[config.mk]
export PLATFORM = sky130hd
export DESIGN_NAME = mem_port_arbiter
export DESIGN_NICKNAME = d
export VERILOG_FILES = /design/src/rtl/mem_port_arbiter.sv
export SDC_FILE = /design/constraint.sdc
export NUM_CORES = 1
export LEC_CHECK = 0
export ABC_AREA = 0
export CAP_MARGIN = 30
export CORE_AREA = 2 2 110 112
export CTS_CLUSTER_DIAMETER = 30
export DETAILED_ROUTE_END_ITERATION = 10
export DIE_AREA = 0 0 112 114
export HOLD_SLACK_MARGIN = 0.06
export SYNTH_ARGS = -nofsm -noshare
export SYNTH_HDL_FRONTEND = slang
export SYNTH_SLANG_ARGS = --single-unit
[constraint.sdc]
create_clock -name clk -period 3.35 [get_ports clk]
set_clock_uncertainty 0.15 [all_clocks]
set_input_delay 0.8375 -clock clk [delete_from_list [all_inputs] [get_ports clk]]
set_output_delay 0.8375 -clock clk [all_outputs]
set_load 0.02 [all_outputs]
[src/rtl/mem_port_arbiter.sv]
// Fixed-priority arbiter (debug > data > fetch) for a 1-cycle-latency RAM,
// with a fetch starvation guard and a registered per-port response.
module mem_port_arbiter #(
  parameter int DEPTH    = 1024,
  parameter int MAX_DRUN = 4
) (
  input  logic                     clk,
  input  logic                     n_rst,
  input  logic                     dbg_req,
  input  logic                     dbg_we,
  input  logic [31:0]              dbg_addr,
  input  logic [31:0]              dbg_wdata,
  input  logic                     d_req,
  input  logic                     d_we,
  input  logic [31:0]              d_addr,
  input  logic [31:0]              d_wdata,
  input  logic                     i_req,
  input  logic [31:0]              i_addr,
  output logic                     dbg_gnt,
  output logic                     d_gnt,
  output logic                     i_gnt,
  output logic                     dbg_rvalid,
  output logic                     d_rvalid,
  output logic                     i_rvalid,
  output logic [31:0]              rdata,
  output logic                     err,
  output logic                     mem_en,
  output logic                     mem_we,
  output logic [$clog2(DEPTH)-1:0] mem_addr,
  output logic [31:0]              mem_wdata,
  input  logic [31:0]              mem_rdata,
  output logic                     stall
);

  localparam int AW = $clog2(DEPTH);
  localparam logic [3:0] MAXR = 4'(MAX_DRUN);

  typedef enum logic [1:0] {
    OWN_NONE,
    OWN_DBG,
    OWN_D,
    OWN_I
  } own_t;

  own_t        win;
  own_t        own_q;
  logic [3:0]  drun_q;
  logic [3:0]  drun_d;
  logic        err_q;
  logic        rd_q;
  logic        bad;
  logic        w_we;
  logic [31:0] w_addr;
  logic [31:0] w_wdata;

  // Grants are forced low while reset is held.
  always_comb begin
    win = OWN_NONE;
    if (!n_rst)
      win = OWN_NONE;
    else if (dbg_req)
      win = OWN_DBG;
    else if (d_req && !(i_req && drun_q == MAXR))
      win = OWN_D;
    else if (i_req)
      win = OWN_I;
  end

  always_comb begin
    w_we    = 1'b0;
    w_addr  = '0;
    w_wdata = '0;
    unique case (win)
      OWN_DBG: begin
        w_we    = dbg_we;
        w_addr  = dbg_addr;
        w_wdata = dbg_wdata;
      end
      OWN_D: begin
        w_we    = d_we;
        w_addr  = d_addr;
        w_wdata = d_wdata;
      end
      OWN_I: w_addr = i_addr;
      default: ;
    endcase
  end

  // DEPTH is a power of two, so any upper address bit marks out-of-range.
  assign bad = (win != OWN_NONE) &&
               ((w_addr[1:0] != 2'b00) || (|w_addr[31:AW+2]));

  assign dbg_gnt   = (win == OWN_DBG);
  assign d_gnt     = (win == OWN_D);
  assign i_gnt     = (win == OWN_I);
  assign stall     = (d_req && !d_gnt) || (i_req && !i_gnt);
  assign mem_en    = (win != OWN_NONE) && !bad;
  assign mem_we    = mem_en && w_we;
  assign mem_addr  = mem_en ? w_addr[AW+1:2] : '0;
  assign mem_wdata = mem_en ? w_wdata : '0;

  always_comb begin
    drun_d = drun_q;
    if (!i_req || win == OWN_I)
      drun_d = '0;
    else if (win == OWN_D && drun_q != MAXR)
      drun_d = drun_q + 4'd1;
  end

  always_ff @(posedge clk or negedge n_rst) begin
    if (!n_rst) begin
      own_q  <= OWN_NONE;
      drun_q <= '0;
      err_q  <= 1'b0;
      rd_q   <= 1'b0;
    end else begin
      own_q  <= win;
      drun_q <= drun_d;
      err_q  <= bad;
      rd_q   <= mem_en && !w_we;
    end
  end

  assign dbg_rvalid = (own_q == OWN_DBG);
  assign d_rvalid   = (own_q == OWN_D);
  assign i_rvalid   = (own_q == OWN_I);
  assign err        = err_q;
  assign rdata      = rd_q ? mem_rdata : '0;

endmodule

== After elaboration in Yosys (flattened, before gate mapping) ==
Index checks and enable logic that the tools add are counted.
Widths: inputs -> output; s select.

* Register bits: 8
* Output and inout bits: 84

* Reductions and logical operators: 22
* Add/subtract/negate cells: 1
* Mux-type cells: 12
* Eq/ne operators: 8

{| class="wikitable"
|+ Operator list
! cell !! number
|-
| $pmux 32 s3 || 1
|-
| $mux 32 || 2
|-
| $pmux 32 s2 || 1
|-
| $reduce_or 20->1 || 1
|-
| $mux 10 || 1
|-
| $logic_and 1x1->1 || 9
|-
| $eq 2x2->1 const B || 4
|-
| $mux 2 || 4
|-
| $mux 4 || 2
|-
| $logic_not 1->1 || 6
|-
| $reduce_bool 2->1 || 3
|-
| $add 4x1->4 const B || 1
|-
| $eq 2x1->1 const B || 2
|-
| $eq 4x3->1 const B || 1
|-
| $ne 4x3->1 const B || 1
|-
| $logic_or 1x1->1 || 3
|-
| $pmux 1 s2 || 1
|}

== Longest topological paths before layout ==
Gate-level depths: netlist of the first run.

* Depth after elaboration: 15
* Mapped depth: 12
* Gate-level depth less buffers: 11

== Worst setup path before layout of the first run ==
OpenSTA, ideal clock, no wires.

* Path type: input -> output
* Start: in i_req
* End: out mem_en
* Setup slack: -0.705 ns
* Required time: 2.362 ns
* Path buffers: 3
* Data arrival time: 3.068 ns
* Stages on the path: 9
* Cell sequence: a21boi_0 -> o21ai_0 -> inv_1 -> ha_1 -> clkbuf_1 -> o21a_1 -> clkbuf_1 -> buf_1 -> nor4_1

* Cells in the longest elaborated chain, start to end: 13
* Elaborated cells between the ends (all ways): 18
* Those cells by class: 3 x eq/ne; 5 x mux; 10 x reduce/logical

{| class="wikitable"
|+ RTL lines
! item !! RTL line !! text
|-
| start: declaration || 17 || <nowiki>input logic i_req,</nowiki>
|-
| $logic_and 1x1->1 || 63 || <nowiki>else if (d_req && !(i_req && drun_q == MAXR))</nowiki>
|-
| $logic_not 1->1 || 63 ||
|-
| $logic_and 1x1->1 || 63 ||
|-
| $mux 2 (*) || 63 ||
|-
| $mux 2 (*) || 61 || <nowiki>else if (dbg_req)</nowiki>
|-
| $mux 2 (*) || 59 || <nowiki>if (!n_rst)</nowiki>
|-
| net win[0] || 45 || <nowiki>own_t win;</nowiki>
|-
| $eq 2x1->1 (*) || - ||
|-
| net dbg_gnt || 19 || <nowiki>output logic dbg_gnt,</nowiki>
|-
| $pmux 32 s3 (*) || 73 || <nowiki>unique case (win)</nowiki>
|-
| $reduce_or 20->1 or $reduce_bool 2->1 (tied branches) || 91 || <nowiki>((w_addr[1:0] != 2'b00) || (|w_addr[31:AW+2]));</nowiki>
|-
| $logic_or 1x1->1 (*) || 91 ||
|-
| $logic_and 1x1->1 (*) || 90 || <nowiki>assign bad = (win != OWN_NONE) &&</nowiki>
|-
| $logic_not 1->1 (*) || 97 || <nowiki>assign mem_en = (win != OWN_NONE) && !bad;</nowiki>
|-
| $logic_and 1x1->1 (*) || 97 ||
|-
| end: declaration || 27 || <nowiki>output logic mem_en,</nowiki>
|}

Mark *: on every way through the listed nets, which the timed path passes. The rest lies on a longest branch.

== Worst setup path in the final report of the first run ==
* Start: reg drun_q[0]
* End: out mem_wdata[14]

* Cells in the longest elaborated chain, start to end: 15
* Elaborated cells between the ends (all ways): 20
* Those cells by class: 4 x eq/ne; 6 x mux; 10 x reduce/logical

{| class="wikitable"
|+ RTL lines
! item !! RTL line !! text
|-
| start: declaration || 47 || <nowiki>logic [3:0] drun_q;</nowiki>
|-
| start signal: assignment || 118 || <nowiki>drun_q <= drun_d;</nowiki>
|-
| $eq 4x3->1 (*) || 63 ||
|-
| $logic_and 1x1->1 (*) || 63 ||
|-
| $logic_not 1->1 (*) || 63 ||
|-
| $logic_and 1x1->1 (*) || 63 ||
|-
| $mux 2 (*) || 63 ||
|-
| $mux 2 (*) || 61 ||
|-
| $mux 2 (*) || 59 ||
|-
| net win[0] || 45 ||
|-
| $eq 2x2->1 or $eq 2x1->1 (tied branches) || 73 ||
|-
| $pmux 32 s3 || 73 ||
|-
| $reduce_or 20->1 or $reduce_bool 2->1 (tied branches) || 91 ||
|-
| $logic_or 1x1->1 || 91 ||
|-
| $logic_and 1x1->1 || 90 ||
|-
| $logic_not 1->1 || 97 ||
|-
| $logic_and 1x1->1 || 97 ||
|-
| $mux 32 (*) || 100 || <nowiki>assign mem_wdata = mem_en ? w_wdata : '0;</nowiki>
|-
| end: declaration || 30 || <nowiki>output logic [31:0] mem_wdata,</nowiki>
|}

Marked as above.

==> results.ini, run 1 <==
[die]
core.rowCount=40
coreArea_mm2=0.01171
start_util_pct=17.49
die_x_um=112
dieArea_mm2=0.01277
io_pins=283
die_h_um=114

[timing]
rsz0062_at_grt=true
fmax_ghz=0.2781
period_minus_slack_ns=3.595
relSlewSlack_pct=53.03
worst_pin_slew_ns=0.7046
finalWorstSetupSlack_ns=-0.2453
tns_ns=-9.070
fin_crit_sh_pct=107.3
hold_viol=0
setup_viol=44
slew_violations=0
worst_hold_slack_ns=0.4521

[global_routing]
gr-usage-met3_pct=3.135
grt-busiest-layer=met2
grt_pass1_vias=3792
grt_max_degree=33
overflow=0
grt_usage_pct=19.02
use_met1_pct=19.71
grtUsageMet2_pct=38.91
antenna_found_initial=0
grt_pass1_wl_mm=19.70

[clock_tree]
htreeDepth=1
cts_tree=yes
clock-sinks=8
clk_latency_ns=0.23
clockBufferDepth=2
cts-root-buf=clkbuf_16
clkSlewWorstSetupHoldPaths_ns=0.04
numCtsBuffers=3

[pwr]
power_density_mw_per_mm2=165.6
p_total_mw=1.094
ir_worst_vdd_uv=123.9
p_leak_nw=2.584

[layout]
drive_gt1_share_pct=40.55
fill_cells=1042
fin_util_pct=56.41
diodes=0
area_growth_pct=222.5
instances_no_fill=766
multi_input_area_mm2=0.002253
seq_area_um2=200.2
nNetsFinal=826

[run_status]
outcome=finished with violations
violations=negative setup slack

[job]
maxCapViolations=0

[detailed_routing]
wire_per_inst_um=17.86
drc=0
wl_mm=13.68
vias=3655
antenna_left=0
drt_iter0_markers=153
dr.pass1.iters=4
vias_per_cell=4.772

[critical_path]
cp.required_ns=2.36
cp.arrival_ns=2.61
worst-path-max-fanout=7
r2r_cells=21
critPathCaptureType=output pin
start_kind=register
critPathKind=reg -> out

[synthesis]
syn-cell-area_mm2=0.002048
avgSynthCellArea_um2=7.558
synth-seq-cells=8
synth_top_family_by_area=simple AND/OR/NAND/NOR gates
synth-compound-area-share_pct=22.97
synth_fa_ha_area_share_pct=3.665
synth.distinct_cells=34
ys_warn_count=0
yosys.area_share.simple_pct=52.41
synth.area.mux_share_pct=0
synth-xor-area-share_pct=1.283
syn_nets=476
netlist_instances=271
yosysSeqAreaShare_pct=9.774

[worst_hold_path]
hp-class=reg -> reg
hold_depth=2

[place]
dp.cells=704
gp_congestion=0.7882
portBuffers=282
dpl.hpwl_mm=9.878

## cells by family (layout without fill, tap and decap cells)
family | count (synthesis) | count (layout)
xor+xnor | 3 | 3
compound gates | 55 | 55
simple gates | 159 | 159
flops | 8 | 8
buf+inv | 40 | 388
fa+ha+maj | 6 | 6
## through the flow
stage | cell area [µm²] | worst slack (ns)
CTS | 6384 | -0.2366
global placement | 5710 | -1.077
finish | 6606 | -0.2453
global route | 6606 | -0.3685
floorplan | 2531 | -0.03180
detailed placement | 5710 | -1.121
## cells in the mapped netlist (all sizes together)
cell type / n / area (µm²)
a21boi: 1 / 7.510
or4: 1 / 11.26
o211ai: 1 / 7.510
and3: 1 / 6.260
dfrtp: 8 / 200.2
a31oi: 1 / 6.260
buf: 8 / 81.32
nor2b: 3 / 18.77
inv: 6 / 22.52
o41ai: 1 / 8.760
nand3: 3 / 15.01
and4: 11 / 96.34
and2: 33 / 206.5
a22o: 33 / 289.0
o21a: 2 / 15.01
a222oi: 10 / 100.1
o21ai: 4 / 20.02
nand3b: 1 / 7.510
xor2: 2 / 17.52
nand2: 37 / 138.9
o41a: 1 / 11.26
nand2b: 2 / 12.51
nor2: 16 / 60.06
nor4: 48 / 481.7
xnor2: 1 / 8.760
ha: 6 / 75.07
nand4: 3 / 18.77
a21oi: 1 / 5.000
clkbuf: 26 / 98.84
## layout make-up
type,count,area share (%)
Sequential cell,8,3.030
Inverter,6,0.4167
Tap cell,147,2.784
Timing Repair Buffer,379,58.52
Multi-Input combinational cell,223,34.11
Clock buffer,3,1.136
## critical path, stage by stage, from the launching register on
cell and delay [ns]:
dfrtp_1 0.38, inv_2 0.09, ha_4 0.14, nand3b_1 0.15, a21boi_4 0.21, o21ai_4 0.11
inv_4 0.10, ha_4 0.21, buf_12 0.15, clkbuf_16 0.15, a22o_1 0.14, nand2_2 0.08
nor4_4 0.26, buf_4 0.19
## state kept, by name, indices dropped and copies added (netlist names)
register	cells
own_q	2
rd_q	1
err	1
drun_q	4
## timing repair
item / in CTS / in global routing
hold buffers: 0 / 0
setup buffers: 40 / 13
pin swaps: 50 / 36
setup endpoints to repair: 48 / 48
gates resized for setup: 413 / 30
cloned: 9 / 4
## report_power, final
part | leakage (nW) | internal (mW) | switching (mW) | total (mW)
combinational | 2.44 | 0.468 | 0.311 | 0.779
clock | 0.0370 | 0.154 | 0.0489 | 0.203
sequential | 0.107 | 0.102 | 0.0102 | 0.112
## layer usage
layer	vias up	wire length [µm]
li1	1738	-
met1	1710	4878
met2	186	7526
met3	21	952
met4	0	326
met5	-	0
## worst paths after layout
kind | startpoint | endpoint | slack [ns]
max reg2reg | drun_q[0] | drun_q[2] | 0.09
min | drun_q[3] | drun_q[3] | 0.45
max in group asynchronous | n_rst | drun_q[1] | 2.42
min in group asynchronous | n_rst | drun_q[3] | 0.49
min reg2reg | drun_q[3] | drun_q[3] | 0.45
max | drun_q[0] | mem_wdata[14] | -0.25
## placed cells by master, fill, tap and decap left out, types with 2 or more instances in the layout
cell	netlist	routed
inv_2	0	2
clkdlybuf4s50_1	0	177
nor4_1	19	5
nand2_2	0	16
a22o_1	33	33
and4_4	0	4
buf_16	0	4
buf_6	1	38
ha_4	0	5
nand3_2	0	2
a222oi_1	10	10
clkdlybuf4s15_1	0	5
inv_4	0	2
dfrtp_1	8	8
nor2_1	16	16
buf_12	2	20
clkbuf_16	0	7
nand2_1	37	21
and2_1	33	33
inv_1	6	2
dlygate4sd2_1	0	33
nand4_1	3	3
buf_2	0	13
dlymetal6s2s_1	0	2
and4_1	11	7
nor2b_1	3	2
o21ai_4	0	2
o21a_4	0	2
nor4_2	29	9
buf_4	0	82
nand2b_1	2	2
nor4_4	0	34
No activity file was read; power rests on OpenSTA's default activity.
==> run 2: changes to the inputs <==
--- a/config.mk
+++ b/config.mk
@@ -12,6 +12,7 @@
 export DETAILED_ROUTE_END_ITERATION = 10
 export DIE_AREA = 0 0 112 114
 export HOLD_SLACK_MARGIN = 0.06
+export SLEW_MARGIN = 20
 export SYNTH_ARGS = -nofsm -noshare
 export SYNTH_HDL_FRONTEND = slang
 export SYNTH_SLANG_ARGS = --single-unit
==> results of run 2 <==
No change in the layout: final DEF, timing and power equal those of run 1.
==> run 3: changes to the inputs <==
--- a/config.mk
+++ b/config.mk
@@ -12,6 +12,7 @@
 export DETAILED_ROUTE_END_ITERATION = 10
 export DIE_AREA = 0 0 112 114
 export HOLD_SLACK_MARGIN = 0.06
+export MAX_ROUTING_LAYER = met4
 export SLEW_MARGIN = 20
 export SYNTH_ARGS = -nofsm -noshare
 export SYNTH_HDL_FRONTEND = slang
==> run 3 against run 2 <==
Net effect: the flow still finishes with violations (negative setup slack); worst setup slack got worse by 0.048 ns; utilization rose by 0.11 points; fmax fell by 1.3%; hold slack got worse by 0.0014 ns.
==> results.ini, run 3 (same netlist as run 1, synthesis figures left out) <==
[timing]
rsz0062_at_grt=true
finalWorstSetupSlack_ns=-0.2934
relSlewSlack_pct=54.32
period_minus_slack_ns=3.643
fin_crit_sh_pct=108.8
hold_viol=0
worst_pin_slew_ns=0.6852
fmax_ghz=0.2745
slew_violations=0
tns_ns=-10.39
setup_viol=44

[detailed_routing]
wl_mm=13.88
dr.pass1.iters=4
drc=0
wire_per_inst_um=18.16
antenna_left=0
vias_per_cell=4.796
drt_iter0_markers=180
vias=3664

[layout]
reg_top3=drun_q: 4 flops, own_q: 2 flops
fin_util_pct=56.52
nNetsFinal=824
drive_gt1_share_pct=39.55
max_flop_register=drun_q
fill_cells=1031
instances_no_fill=764
area_growth_pct=223.2
final_common_cell=clkdlybuf4s50_1
diodes=0
largest_reg_flops=4
layout_common_cells=clkdlybuf4s50_1, buf_4, buf_6, nor4_4
post-route-cell-area_mm2=0.006619

[clock_tree]
cts_tree=yes
clk_latency_ns=0.23
numCtsBuffers=3
clock-sinks=8
htreeDepth=1
cts_hold_buffers=0
clockBufferDepth=2
cts-root-buf=clkbuf_16
clkSlewWorstSetupHoldPaths_ns=0.04

[die]
start_util_pct=17.49
die_h_um=114
coreArea_mm2=0.01171
core.rowCount=40
die_x_um=112
dieArea_mm2=0.01277
io_pins=283

[pwr]
p_total_mw=1.084
p_leak_nw=2.596
ir_worst_vdd_uv=122.8
power_density_mw_per_mm2=163.8

[global_routing]
grt_max_degree=33
overflow=0
grt_pass1_wl_mm=19.65
grt_usage_pct=19.59
grt_pass1_vias=3794
antenna_found_initial=0

[place]
portBuffers=282
dp.cells=704
gp_congestion=0.7993
dpl.hpwl_mm=9.878
place_area_mm2=0.005710

[critical_path]
critPathCaptureType=output pin
max_stage_delay_ns=0.46
crit_path_cell_trace=buf_6 -> nor4_2 -> nand4_1 -> buf_4 -> o41a_4 -> clkbuf_16 -> nor4_4 -> buf_4
crit_slowest_cell=o41a_4
cp.arrival_ns=2.66
worst-path-max-fanout=7
cp.required_ns=2.36
timing.reg2reg.setup_slack_ns=0.09
critPathKind=in -> out
start_kind=input pin
crit_path_frequent_cell=buf_4
worstReg2RegEnd=drun_q[2]
r2r_cells=21
r2r-start=drun_q[0]

[worst_hold_path]
hold_depth=2
holdPathEnd=drun_q[3]
hold_start=drun_q[3]
hp-class=reg -> reg

[job]
maxCapViolations=0

[run_status]
violations=negative setup slack
outcome=finished with violations

## run 3: final cells by class
cell class / count / area [µm²] / share of cell area (%)
inverter: 6 / 27.53 / 0.4159
timing repair buffer: 377 / 3879 / 58.60
clock buffer: 3 / 75.07 / 1.134
multi-input combinational: 223 / 2253 / 34.05
sequential: 8 / 200.2 / 3.025
tap: 147 / 183.9 / 2.779
## run 3: report_power, final
part	internal, mW	leakage (nW)	total [mW]	switching, mW
clock	0.154	0.0370	0.202	0.0483
sequential	0.102	0.107	0.112	0.00995
combinational	0.461	2.45	0.770	0.309
## run 3: how the worst max path moves through the flow
stage,from,endpoint,slack (ns)
after floorplan,i_addr[17],mem_en,-0.03
after global placement,i_req,mem_wdata[5],-1.08
after detailed placement,d_req,mem_addr[6],-1.12
after CTS,i_addr[19],mem_wdata[1],-0.24
after global routing,drun_q[0],mem_wdata[26],-0.36
final,i_addr[1],mem_wdata[16],-0.29
## run 3: through the flow
stage | hold WS (ns) | setup WS (ns)
4_1_cts | 0.3861 | -0.2366
3_3_place_gp | 0.3646 | -1.077
2_1_floorplan | 0.3460 | -0.03180
5_1_grt | 0.4952 | -0.3610
6_report | 0.4507 | -0.2934
3_5_place_dp | 0.3788 | -1.121
## run 3: per-layer routing
metal	vias to the layer above	track usage (%)	share of wire, %
met5	-	-	0
met4	0	5.528	2.1
met3	19	2.444	6.2
met2	188	38.95	55
met1	1727	20.13	36
li1	1730	-	-
## run 3: what timing repair did
item                                    in CTS  in global routing
gates resized for setup                    413                 29
buffers inserted                            40                  7
endpoints found under the setup margin      48                 48
gates cloned                                 9                  8
pin swaps                                   50                 41
## run 3: worst max-delay path, delay by kind of cell
kind / cells / cell delay (ns)
buf+inv: 4 / 0.68
compound gates: 1 / 0.46
simple gates: 3 / 0.66
